`src/rtl/fp_add_seq.sv`:
```
// fp_add_seq: sequential adder for the 1/4/8 floating-point format, start/ready/done handshake.
// Define FP_ADD_ROUND_EN to round half up on the final guard bit; undefined truncates.
`timescale 1ns/1ps
module fp_add_seq (
   input  logic        clk,
   input  logic        reset,
   input  logic        start,
   input  logic [12:0] a,
   input  logic [12:0] b,
   output logic        ready,
   output logic        done,
   output logic [12:0] sum
);
   typedef enum logic [2:0] {S_IDLE, S_ALIGN, S_ADD, S_NORM, S_DONE} state_t;
   state_t state, state_nxt;

   logic       big_s, sml_s, g;
   logic [3:0] big_e, sml_e;
   logic [7:0] big_f, sml_f;
   logic [8:0] r;

   logic [3:0] a_e, b_e, cap_big_e, cap_sml_e, cap_d;
   logic [7:0] cap_big_f, cap_sml_f;
   logic       cap_big_s, cap_sml_s, a_big;

   // A zero significand forces the exponent to zero before the magnitude sort.
   always_comb begin
      a_e   = (a[7:0] == 8'd0) ? 4'd0 : a[11:8];
      b_e   = (b[7:0] == 8'd0) ? 4'd0 : b[11:8];
      a_big = {a_e, a[7:0]} >= {b_e, b[7:0]};
      if (a_big) begin
         cap_big_s = a[12]; cap_big_e = a_e; cap_big_f = a[7:0];
         cap_sml_s = b[12]; cap_sml_e = b_e; cap_sml_f = b[7:0];
      end else begin
         cap_big_s = b[12]; cap_big_e = b_e; cap_big_f = b[7:0];
         cap_sml_s = a[12]; cap_sml_e = a_e; cap_sml_f = a[7:0];
      end
      cap_d = cap_big_e - cap_sml_e;
   end

   logic       accept, align_done, norm_done;
   logic [9:0] diff;

   assign accept     = start && ready;
   assign align_done = (sml_e == big_e) || (sml_f == 8'd0);
   assign diff       = {1'b0, big_f, 1'b0} - {1'b0, sml_f, g};
   assign norm_done  = (r == 9'd0) || r[8] || r[7] || (big_e <= 4'd1);

   logic [3:0] res_e;
   logic [7:0] res_f;
`ifdef FP_ADD_ROUND_EN
   logic [8:0] rnd;
   always_comb begin
      rnd   = {1'b0, r[7:0]} + {8'd0, g};
      res_e = big_e;
      res_f = rnd[7:0];
      if (rnd[8]) begin
         if (big_e == 4'hF) begin
            res_f = 8'hFF;
         end else begin
            res_f = 8'h80;
            res_e = big_e + 4'd1;
         end
      end
   end
`else
   assign res_e = big_e;
   assign res_f = r[7:0];
`endif

   // NOTE: sequential state uses non-blocking assignments so every register samples pre-edge values.
   always_ff @(posedge clk or posedge reset) begin
      if (reset) state <= S_IDLE;
      else       state <= state_nxt;
   end

   always_comb begin
      state_nxt = state;
      case (state)
         S_IDLE:  if (accept) state_nxt = S_ALIGN;
         S_ALIGN: if (align_done) state_nxt = S_ADD;
         S_ADD:   state_nxt = S_NORM;
         S_NORM:  if (norm_done) state_nxt = S_DONE;
         S_DONE:  state_nxt = S_IDLE;
         default: state_nxt = S_IDLE;
      endcase
   end

   // ready stays low during the done pulse so a new start lands on the cycle after it.
   always_comb begin
      ready = (state == S_IDLE) && !done;
   end

   always_ff @(posedge clk or posedge reset) begin
      if (reset) begin
         big_s <= 1'b0; sml_s <= 1'b0; g <= 1'b0;
         big_e <= 4'd0; sml_e <= 4'd0;
         big_f <= 8'd0; sml_f <= 8'd0;
         r     <= 9'd0;
         done  <= 1'b0;
         sum   <= 13'h0000;
      end else begin
         done <= 1'b0;
         case (state)
            S_IDLE: if (accept) begin
               big_s <= cap_big_s; big_e <= cap_big_e; big_f <= cap_big_f;
               sml_s <= cap_sml_s; sml_e <= cap_sml_e;
               sml_f <= (cap_d > 4'd8) ? 8'd0 : cap_sml_f;
               g     <= 1'b0;
            end
            S_ALIGN: if (!align_done) begin
               sml_f <= sml_f >> 1;
               g     <= sml_f[0];
               sml_e <= sml_e + 4'd1;
            end
            S_ADD: begin
               if (big_s == sml_s) begin
                  r <= {1'b0, big_f} + {1'b0, sml_f};
               end else begin
                  r <= diff[9:1];
                  g <= diff[0];
               end
            end
            S_NORM: begin
               if (r == 9'd0) begin
                  r <= 9'd0; g <= 1'b0; big_s <= 1'b0; big_e <= 4'd0;
               end else if (r[8]) begin
                  if (big_e == 4'hF) begin
                     r <= 9'h0FF; g <= 1'b0;
                  end else begin
                     r     <= {1'b0, r[8:1]};
                     g     <= r[0];
                     big_e <= big_e + 4'd1;
                  end
               end else if (!r[7]) begin
                  if (big_e <= 4'd1) begin
                     r <= 9'd0; g <= 1'b0; big_s <= 1'b0; big_e <= 4'd0;
                  end else begin
                     r     <= {r[7:0], g};
                     g     <= 1'b0;
                     big_e <= big_e - 4'd1;
                  end
               end
            end
            S_DONE: begin
               sum  <= {big_s, res_e, res_f};
               done <= 1'b1;
            end
            default: ;
         endcase
      end
   end
endmodule
```
`config.mk`:
```
export PLATFORM = sky130hd
export DESIGN_NAME = fp_add_seq
export DESIGN_NICKNAME = d
export VERILOG_FILES = /design/src/rtl/fp_add_seq.sv
export SDC_FILE = /design/constraint.sdc
export NUM_CORES = 1
export LEC_CHECK = 0
export ABC_AREA = 1
export BUFFER_PORTS_ARGS = -buffer_cell sky130_fd_sc_hd__buf_2
export CORE_MARGIN = 2
export CORE_UTILIZATION = 50
export DETAILED_ROUTE_END_ITERATION = 12
export PLACE_DENSITY = 0.72
export SLEW_MARGIN = 5
export SYNTH_ARGS = -nofsm -noshare
export SYNTH_HDL_FRONTEND = slang
export SYNTH_SLANG_ARGS = --single-unit
```
`constraint.sdc`:
```
create_clock -name clk -period 2.1 [get_ports clk]
set_input_delay 0.42 -clock clk [delete_from_list [all_inputs] [get_ports clk]]
set_output_delay 0.42 -clock clk [all_outputs]
set_load 0.02 [all_outputs]
```
==> impl_metrics.toml, run 1 <==
[outcome]
status = "complete, but fails checks"
violations = "negative setup slack"

[global_route]
grt_pass1_vias = 4525
grt_start_max_net_pins = 29
grt-ovfl-total = 0
antenna_found_initial = 0
grt_use_total = 0.288
grt_pass1_wl_um = 20700

[worst_setup_path]
rrSetupSlack_ns = -0.13
worstRegToRegCells = 11
r2r-start = "sml_f[0]$_DFFE_PP0P_"
arrival_ns = 2.95
r2r-end = "r[6]$_DFFE_PP0P_"
crit_path_start_kind = "input port"
cp-end-kind = "flip-flop"
cp.required_ns = 2.35
path_class = "input port to flip-flop"
cp_max_fo = 8

[clock_tree]
cts_max_level = 2
cts_tree = "done"
clock-sinks = 53
root_buffer = "clkbuf_8"
clkSlewWorstSetupHoldPaths_ns = 0.11
cts.path.max_buffers = 2
numCtsBuffers = 5
clock_latency_ns = 0.32

[synth]
yosys.area_share.simple = 0.235
ys_warn_count = 0
avgSynthCellArea_um2 = 7.22
netlist_area_mm2 = 0.00419
synth-xor-area-share = 0.0272
synthCells = 580
synth_cell_types = 37
yosysTopAreaCell = "dfrtp_1"
netlist.area_leader.share = 0.317
muxShareOfSynthArea = 0.00239
synth_top_family_by_area = "simple AND/OR/NAND/NOR gates"
synth_area_leaders = "dfrtp_1 (32%), nand2_1 (11%), ha_1 (9.9%)"
synth_nets = 644
synth_edf_count = 0
synth_ff_type = "dfrtp_1"
synthAdderAreaFrac = 0.108
ys_ff_latch = 53
synth_compound_area_frac = 0.217
yosysSeqAreaShare = 0.317
async_flop_share = 1.00

[power_and_ir_drop]
p_total_uw = 9440
leakagePower_uw = 0.00305
max-vdd-ir-drop_mv = 0.583
power_density_mw_per_mm2 = 1520

[placement]
dp.cells = 798
placed_cell_area_mm2 = 0.00528
pre_cts_ws_ns = -0.914
port-buffer-count = 43
dp_hpwl_um = 9300
place_congestion = 0.949

[timing]
final_max_slew_viol_count = 0
hold_viol = 0
min_period_ns = 2.70
fin_hold_ws_ns = 0.152
period_share = 1.28
max_slew.worst_pin.slew_ns = 0.659
finalSetupViolCount = 27
rsz0062_at_grt = "true"
timing.fmax_mhz = 371
worst_slack_ns = -0.597
relSlewSlack = 0.560
fin_skew_ns = 0.00998

[detailed_routing]
wirelength_um = 13800
drc = 0
avgRoutedWirePerCell_um = 16.4
drt_iter0_drc = 319
num_vias = 4802
dr.pass1.iters = 5
routed_via_density = 5.70
postRouteAntennaNets = 0

[finish]
final_cell_area_mm2 = 0.00621
synthToLayoutAreaGrowth_pct = 48.4
num_antenna_cells = 0
final_cell_count_no_fill = 843
drive_gt1_frac = 0.434
nets = 801

[die]
die-area_mm2 = 0.00912
coreArea_mm2 = 0.00818
ios = 44
chipHeight_um = 95.5
floorplan.initialDensity = 0.512
rows = 33
fp.dieW_um = 95.5

[worst_hold_path]
hp-class = "input port to asynchronous set/reset pin"

[job]
cap_viol_max_count = 0
## sequential cells by signal, summed over array words and instances, names as in the netlist
name   cells
big_e      4
sml_e      4
big_s      1
sum       13
state      3
sml_s      1
done       1
sml_f      8
big_f      8
g          1
r          9
## worst max-delay path by stage
stage                                      end  slack [ns]  depth (start not counted)  from
after floorplan           sml_f[0]$_DFFE_PP0P_       -0.44                         22  a[2]
after global placement    sml_f[0]$_DFFE_PP0P_       -0.77                         23  a[2]
after detailed placement  sml_f[0]$_DFFE_PP0P_       -0.91                         23  a[2]
after CTS                 sml_f[0]$_DFFE_PP0P_       -0.45                         23  a[3]
after global routing      sml_f[6]$_DFFE_PP0P_       -0.73                         24  a[0]
final                     sml_f[6]$_DFFE_PP0P_       -0.60                         24  a[2]
## worst max-delay path: stages
cell and delay (ns):
buf_8 0.11, inv_12 0.04, nand4_1 0.18, nor2_4 0.20, inv_2 0.04, nand2_2 0.07, inv_2 0.06, ha_4 0.24
nand2_1 0.07, inv_1 0.04, nand2_1 0.07, nand2_2 0.07, a21oi_4 0.21, nand3_1 0.16, nand2_2 0.11, nand2_2 0.07
ha_4 0.15, inv_2 0.05, nand2_1 0.05, nand2_1 0.06, nand3_2 0.08, nand3_4 0.14, nand2_2 0.07, a21oi_2 0.15
## layer usage
layer,track usage,vias to the layer above,wire (um)
met1,0.348,2237,5350
met5,0,-,0
met3,0.0308,69,824
li1,-,2249,-
met2,0.515,247,7010
met4,0.125,0,637
## cell usage after synthesis, types with 4 or more instances
cell      number
o21ai_0       57
o211ai_1       6
nor3_1         6
xnor2_1        6
clkbuf_1       8
a21oi_1       61
nand4_1       14
inv_1         86
a21oi_2        8
ha_1          33
nand2_1      121
nand2_2        4
xor2_1         7
a22oi_1        5
a31oi_1        7
nand3_1       21
dfrtp_1       53
buf_2          4
nor2_1        39
## cells in the final DEF, fill, tap and decap left out, types with 8 or more instances in the layout
| cell type | Yosys | routed |
|---|---|---|
| inv_1 | 86 | 64 |
| o21ai_0 | 57 | 25 |
| a21oi_2 | 8 | 16 |
| ha_1 | 33 | 21 |
| a21oi_1 | 61 | 47 |
| nor2_1 | 39 | 27 |
| ha_4 | 0 | 9 |
| nand2_1 | 121 | 93 |
| nor2_4 | 3 | 10 |
| nand2_2 | 4 | 25 |
| inv_2 | 2 | 17 |
| buf_2 | 4 | 39 |
| o21ai_1 | 0 | 17 |
| nand3_2 | 0 | 8 |
| dfrtp_1 | 53 | 53 |
| nor2_2 | 3 | 8 |
| buf_4 | 0 | 106 |
| nand3_1 | 21 | 13 |
| buf_6 | 1 | 10 |
| o21ai_2 | 2 | 13 |
| nand4_1 | 14 | 14 |
## cell families (layout without fill, tap and decap cells)
kind of cell / Yosys count / count (layout)
compound gates: 157 / 157
buf+inv: 101 / 259
flops: 53 / 53
simple gates: 220 / 220
xor+xnor: 13 / 13
mux: 1 / 1
fa+ha+maj: 35 / 35
## layout make-up
class	instances	area, um^2
clock inverter	3	26.3
timing repair buffer	163	1240
tap	105	131
fill	530	1960
multi-input combinational	426	3040
inverter	88	372
clock buffer	5	68.8
sequential	53	1330
## per-stage QoR
| step | utilization | setup TNS (ns) |
|---|---|---|
| 6_report | 0.760 | -10.08 |
| 5_1_grt | 0.760 | -13.03 |
| 4_1_cts | 0.708 | -6.55 |
| 3_5_place_dp | 0.646 | -18.20 |
| 3_3_place_gp | 0.646 | -14.96 |
| 2_1_floorplan | - | -4.90 |
## power by group
group | switching (uW) | internal, uW | leakage [uW]
Sequential | 482 | 1530 | 0.000645
Combinational | 3960 | 2850 | 0.00237
Clock | 386 | 244 | 0.0000423
Total | 4820 | 4620 | 0.00305
## repair_timing
item                                    in CTS  in global routing
gates resized for setup                     81                 88
cloned                                       1                  0
setup buffers                               18                 21
pin swaps                                   29                 35
hold buffers                                 0                  0
endpoints found under the setup margin      28                 36
Power figures use the tool's default switching activity.
==> run 2, diff against run 1 <==
--- a/config.mk
+++ b/config.mk
@@ -11,6 +11,7 @@
 export CORE_UTILIZATION = 50
 export DETAILED_ROUTE_END_ITERATION = 12
 export PLACE_DENSITY = 0.72
+export RECOVER_POWER = 25
 export SLEW_MARGIN = 5
 export SYNTH_ARGS = -nofsm -noshare
 export SYNTH_HDL_FRONTEND = slang
==> run 2 against run 1 <==
Effect of this change:
- the run still ends with negative setup slack left
- clock-buffer cell count did not move
- sequential power about the same
- setup slack is essentially flat
- register-to-register slack is essentially flat
- design area is the same
- clock skew is the same
- sequential cell count is the same
- final cell count stayed put
- core utilization did not move
- maximum frequency about the same
- clock power is essentially flat
- total power about the same
- critical endpoint unchanged
==> impl_metrics.toml, run 2 (synthesis results as in run 1) <==
[worst_setup_path]
rrSetupSlack_ns = -0.13
cp.required_ns = 2.35
arrival_ns = 2.95
r2r-start = "sml_f[0]$_DFFE_PP0P_"
path_class = "input port to flip-flop"
cp-startpoint = "a[2]"
crit_path_start_kind = "input port"
cp_max_fo = 8
r2r-end = "r[6]$_DFFE_PP0P_"
cp-endpoint = "sml_f[6]$_DFFE_PP0P_"
cp-end-kind = "flip-flop"
worstRegToRegCells = 11

[detailed_routing]
met1Wirelength_um = 5350
num_vias = 4802
drt_iter0_drc = 319
routed_via_density = 5.70
dr_wl_met2_um = 7010
drc = 0
wl_met3_um = 824
postRouteAntennaNets = 0
dr.pass1.iters = 5
highest_layer = "met4"
wirelength_um = 13800
avgRoutedWirePerCell_um = 16.4

[die]
ios = 44
die-area_mm2 = 0.00912
coreArea_mm2 = 0.00818
floorplan.initialDensity = 0.512
fp.dieW_um = 95.5
rows = 33
chipHeight_um = 95.5

[timing]
finalSetupViolCount = 27
max_slew.worst_pin.slew_ns = 1.07
timing.fmax_mhz = 371
fin_hold_ws_ns = 0.351
setup_tns_ns = -10.08
fin_skew_ns = 0.00998
worst_slack_ns = -0.597
hold_viol = 0
period_share = 1.28
relSlewSlack = 0.286
final_max_slew_viol_count = 0
min_period_ns = 2.70
rsz0062_at_grt = "true"

[placement]
dp_hpwl_um = 9300
dp.cells = 798
port-buffer-count = 43
placed_cell_area_mm2 = 0.00528
place_congestion = 0.949

[worst_hold_path]
hp-class = "input port to asynchronous set/reset pin"

[job]
cap_viol_max_count = 0

[global_route]
grt_pass1_wl_um = 20700
grt_use_total = 0.288
grt_start_max_net_pins = 29
grt_pass1_vias = 4525
antenna_found_initial = 0
grt-ovfl-total = 0

[finish]
synthToLayoutAreaGrowth_pct = 48.4
top_register = "sum"
final_cell_area_mm2 = 0.00621
final_common_cell = "buf_4"
final_cell_count_no_fill = 843
num_antenna_cells = 0
nets = 801
layout_common_cells = "buf_4 (106), nand2_1 (93), inv_1 (65), dfrtp_1 (53), a21oi_1 (47)"
drive_gt1_frac = 0.432
top_regs = "sum: 13 flops, r: 9 flops"
largest_reg_flops = 13

[power_and_ir_drop]
leakagePower_uw = 0.00305
power_density_mw_per_mm2 = 1520
p_total_uw = 9440
max-vdd-ir-drop_mv = 0.583

[clock_tree]
clock-sinks = 53
numCtsBuffers = 5
cts_max_level = 2
cts_tree = "done"
root_buffer = "clkbuf_8"
cts.path.max_buffers = 2
clkSlewWorstSetupHoldPaths_ns = 0.11
clock_latency_ns = 0.32

[outcome]
status = "complete, but fails checks"
violations = "negative setup slack"
-- run 2: cell counts in the layout (fill, tap and decap cells not counted) --
No cell type changed its count.
-- run 2: worst min-delay path by stage --
stage / from / end / depth (start not counted)
after floorplan: sml_s$_DFFE_PP0P_ / sml_s$_DFFE_PP0P_ / 2
after global placement: sum[3]$_DFFE_PP0P_ / sum[3]$_DFFE_PP0P_ / 2
after detailed placement: sum[2]$_DFFE_PP0P_ / sum[2]$_DFFE_PP0P_ / 2
after CTS: reset / sum[3]$_DFFE_PP0P_ / 2
after global routing: a[12] / sml_s$_DFFE_PP0P_ / 3
final: reset / r[2]$_DFFE_PP0P_ / 2
-- run 2: repair_timing --
item	in CTS	in global routing
setup buffers	18	21
pin swaps	29	35
cloned	1	0
hold buffers	0	0
setup endpoints to repair	28	36
resized for setup	81	88
-- run 2: area by class of cell --
class / count / area [um^2]
Clock buffer: 5 / 68.8
Clock inverter: 3 / 26.3
Fill cell: 530 / 1960
Inverter: 88 / 372
Multi-Input combinational cell: 426 / 3040
Sequential cell: 53 / 1330
Tap cell: 105 / 131
Timing Repair Buffer: 163 / 1240
-- run 2: power by group --
part | leakage, uW | switching, uW | total (uW) | internal [uW]
Sequential | 0.000645 | 482 | 2010 | 1530
Clock | 0.0000423 | 386 | 630 | 244
Combinational | 0.00237 | 3960 | 6800 | 2850
Total | 0.00305 | 4820 | 9440 | 4620
-- run 2: routing by layer --
layer / vias to the layer above / GRT usage
li1: 2249 / -
met1: 2237 / 0.348
met2: 247 / 0.515
met3: 69 / 0.0308
met4: 0 / 0.125
met5: - / 0
-- run 2: critical path, cell delays in order --
cell	delay (ns)
buf_8	0.11
inv_12	0.04
nand4_1	0.18
nor2_4	0.20
inv_2	0.04
nand2_2	0.07
inv_2	0.06
ha_4	0.24
nand2_1	0.07
inv_1	0.04
nand2_1	0.07
nand2_2	0.07
a21oi_4	0.21
nand3_1	0.16
nand2_2	0.11
nand2_2	0.07
ha_4	0.15
inv_2	0.05
nand2_1	0.05
nand2_1	0.06
nand3_2	0.08
nand3_4	0.14
nand2_2	0.07
a21oi_2	0.15
-- run 2: through the flow --
step | setup slack (ns) | utilization
6_report | -0.597 | 0.760
5_1_grt | -0.733 | 0.760
4_1_cts | -0.455 | 0.708
3_5_place_dp | -0.914 | 0.646
3_3_place_gp | -0.770 | 0.646
2_1_floorplan | -0.441 | -
==> run 3, diff against run 2 <==
--- a/config.mk
+++ b/config.mk
@@ -10,7 +10,7 @@
 export CORE_MARGIN = 2
 export CORE_UTILIZATION = 50
 export DETAILED_ROUTE_END_ITERATION = 12
-export PLACE_DENSITY = 0.72
+export PLACE_DENSITY = 0.76
 export RECOVER_POWER = 25
 export SLEW_MARGIN = 5
 export SYNTH_ARGS = -nofsm -noshare
==> run 3 against run 2 <==
Effect of this change:
- the run still ends with negative setup slack left
- hold slack worse by 0.20 ns
- sequential share of layout area up 0.52 points
- maximum frequency down 2.7%
- clock skew down 0.0014 ns
- core utilization down 1.8 points
- clock power down 0.8%
- design area down 2.4%
- critical endpoint is now sml_f[0]$_DFFE_PP0P_
==> impl_metrics.toml, run 3 (synthesis results as in run 1) <==
[outcome]
status = "complete, but fails checks"
violations = "negative setup slack"

[clock_tree]
cts.path.max_buffers = 2
clock-sinks = 53
cts_max_level = 2
root_buffer = "clkbuf_8"
numCtsBuffers = 5
cts_hold_buf = 0
clkSlewWorstSetupHoldPaths_ns = 0.11
clock_latency_ns = 0.32
cts_tree = "done"

[die]
rows = 33
floorplan.initialDensity = 0.512
die-area_mm2 = 0.00912
fp.dieW_um = 95.5
ios = 44
coreArea_mm2 = 0.00818
chipHeight_um = 95.5

[finish]
top_register = "sum"
drive_gt1_frac = 0.409
final_cell_area_mm2 = 0.00606
synthToLayoutAreaGrowth_pct = 44.9
layout_common_cells = "buf_4 (118), nand2_1 (87), inv_1 (65), a21oi_1 (54), dfrtp_1 (53)"
final_util = 0.742
nets = 813
fillers = 601
largest_reg_flops = 13
num_antenna_cells = 0
final_common_cell = "buf_4"
top_regs = "sum: 13 flops, r: 9 flops"

[timing]
finalSetupViolCount = 27
max_slew.worst_pin.slew_ns = 1.07
timing.fmax_mhz = 361
fin_hold_ws_ns = 0.150
relSlewSlack = 0.286
period_share = 1.32
final_max_slew_viol_count = 0
fin_skew_ns = 0.00859
hold_viol = 0
min_period_ns = 2.77
worst_slack_ns = -0.672
rsz0062_at_grt = "true"

[power_and_ir_drop]
swShare = 0.491
pwr-share-comb = 0.723
max-vdd-ir-drop_mv = 0.702
leakagePower_uw = 0.00307
clkPwrFrac = 0.066
power_density_mw_per_mm2 = 1560
p_int_uw = 4800
power.switching_uw = 4630
power_frac_seq = 0.211
p_total_uw = 9430

[job]
cap_viol_max_count = 0

[global_route]
grt_pass1_wl_um = 20200
antenna_found_initial = 0
grt_use_total = 0.282
grt-ovfl-total = 0
grt_pass1_vias = 4437
grt_start_max_net_pins = 25

[worst_setup_path]
crit_chain = "buf_12, inv_12, nand4_1, nor2_4, inv_2, nand2_2, inv_2, ha_4, nand2_2, inv_2, nand2_2, nand2_2, a21oi_4, nand2_4, buf_6, nand2_4, nand2_4, nand3_1, nand3_1, nand2_1, nand3_4, nand2_2, a21oi_2"
cp_max_fo = 8
path_class = "input port to flip-flop"
critPathMaxStageDelay_ns = 0.25
cp.required_ns = 2.31
critPathSlowestCell = "ha_4"
arrival_ns = 2.98
crit_top_cell = "nand2_2"
crit_path_start_kind = "input port"
cp-end-kind = "flip-flop"

[detailed_routing]
drt_iter0_drc = 313
drc = 0
dr.pass1.iters = 5
wirelength_um = 12900
avgRoutedWirePerCell_um = 15.1
routed_via_density = 5.45
postRouteAntennaNets = 0
num_vias = 4660

[worst_hold_path]
hp-class = "input port to asynchronous set/reset pin"

[placement]
place_congestion = 0.919
dp_hpwl_um = 9460
port-buffer-count = 43
placed_cell_area_mm2 = 0.00537
run 3: area by class of cell:
cell class | instances | area, um^2 | share of cell area
Clock buffer | 5 | 68.8 | 0.0113
Clock inverter | 3 | 26.3 | 0.00433
Inverter | 88 | 365 | 0.0603
Multi-Input combinational cell | 426 | 2860 | 0.471
Sequential cell | 53 | 1330 | 0.219
Tap cell | 105 | 131 | 0.0217
Timing Repair Buffer | 175 | 1290 | 0.213
run 3: final timing paths:
kind | start | endpoint | slack [ns] | cells after the start
worst max register to register | sml_f[0]$_DFFE_PP0P_ | r[6]$_DFFE_PP0P_ | -0.05 | 11
worst max-delay path | a[2] | sml_f[0]$_DFFE_PP0P_ | -0.67 | 23
min in group clk | b[7] | big_f[7]$_DFFE_PP0P_ | 0.37 | 3
worst min register to register | sum[3]$_DFFE_PP0P_ | sum[3]$_DFFE_PP0P_ | 0.49 | 2
worst min-delay path | reset | sum[2]$_DFFE_PP0P_ | 0.15 | 2
max in group asynchronous | reset | sml_e[2]$_DFFE_PP0P_ | 0.57 | 3
run 3: routing by layer:
metal  vias to the layer above  share of wire  track usage  routed length (um)
met5                         -              0            0                   0
met4                         0          0.038        0.135                 486
met1                      2173           0.42        0.352                5440
met3                        35          0.047       0.0300                 609
met2                       178           0.49        0.488                6380
li1                       2274              -            -                   -
run 3: worst max-delay path: cells and delay by family:
family          cells  cell delay, ns
buf+inv             6            0.43
fa+ha+maj           1            0.25
compound gates      2            0.29
simple gates       14            1.55
run 3: what timing repair did:
action / CTS / global route
pin swaps: 37 / 54
gates resized for setup: 50 / 66
hold endpoints to repair: 0 / 0
setup endpoints to repair: 29 / 33
buffers inserted: 29 / 14
run 3: per-stage QoR:
step | setup TNS [ns] | cells | setup WS (ns)
floorplan | -4.90 | 580 | -0.441
CTS | -6.51 | 844 | -0.478
finish | -10.98 | 855 | -0.672
detailed placement | -17.72 | 813 | -0.954
global route | -13.40 | 855 | -0.778
global placement | -14.98 | 813 | -0.789
run 3: power by group through the flow:
| stage | sequential, uW | combinational (uW) | clock (uW) |
|---|---|---|---|
| CTS | 1970 | 6120 | 629 |
| global placement | 1940 | 5720 | 0 |
| detailed placement | 1970 | 5850 | 0 |
| floorplan | 2050 | 3670 | 0 |
| finish | 1990 | 6820 | 625 |
| global route | 2040 | 7480 | 673 |
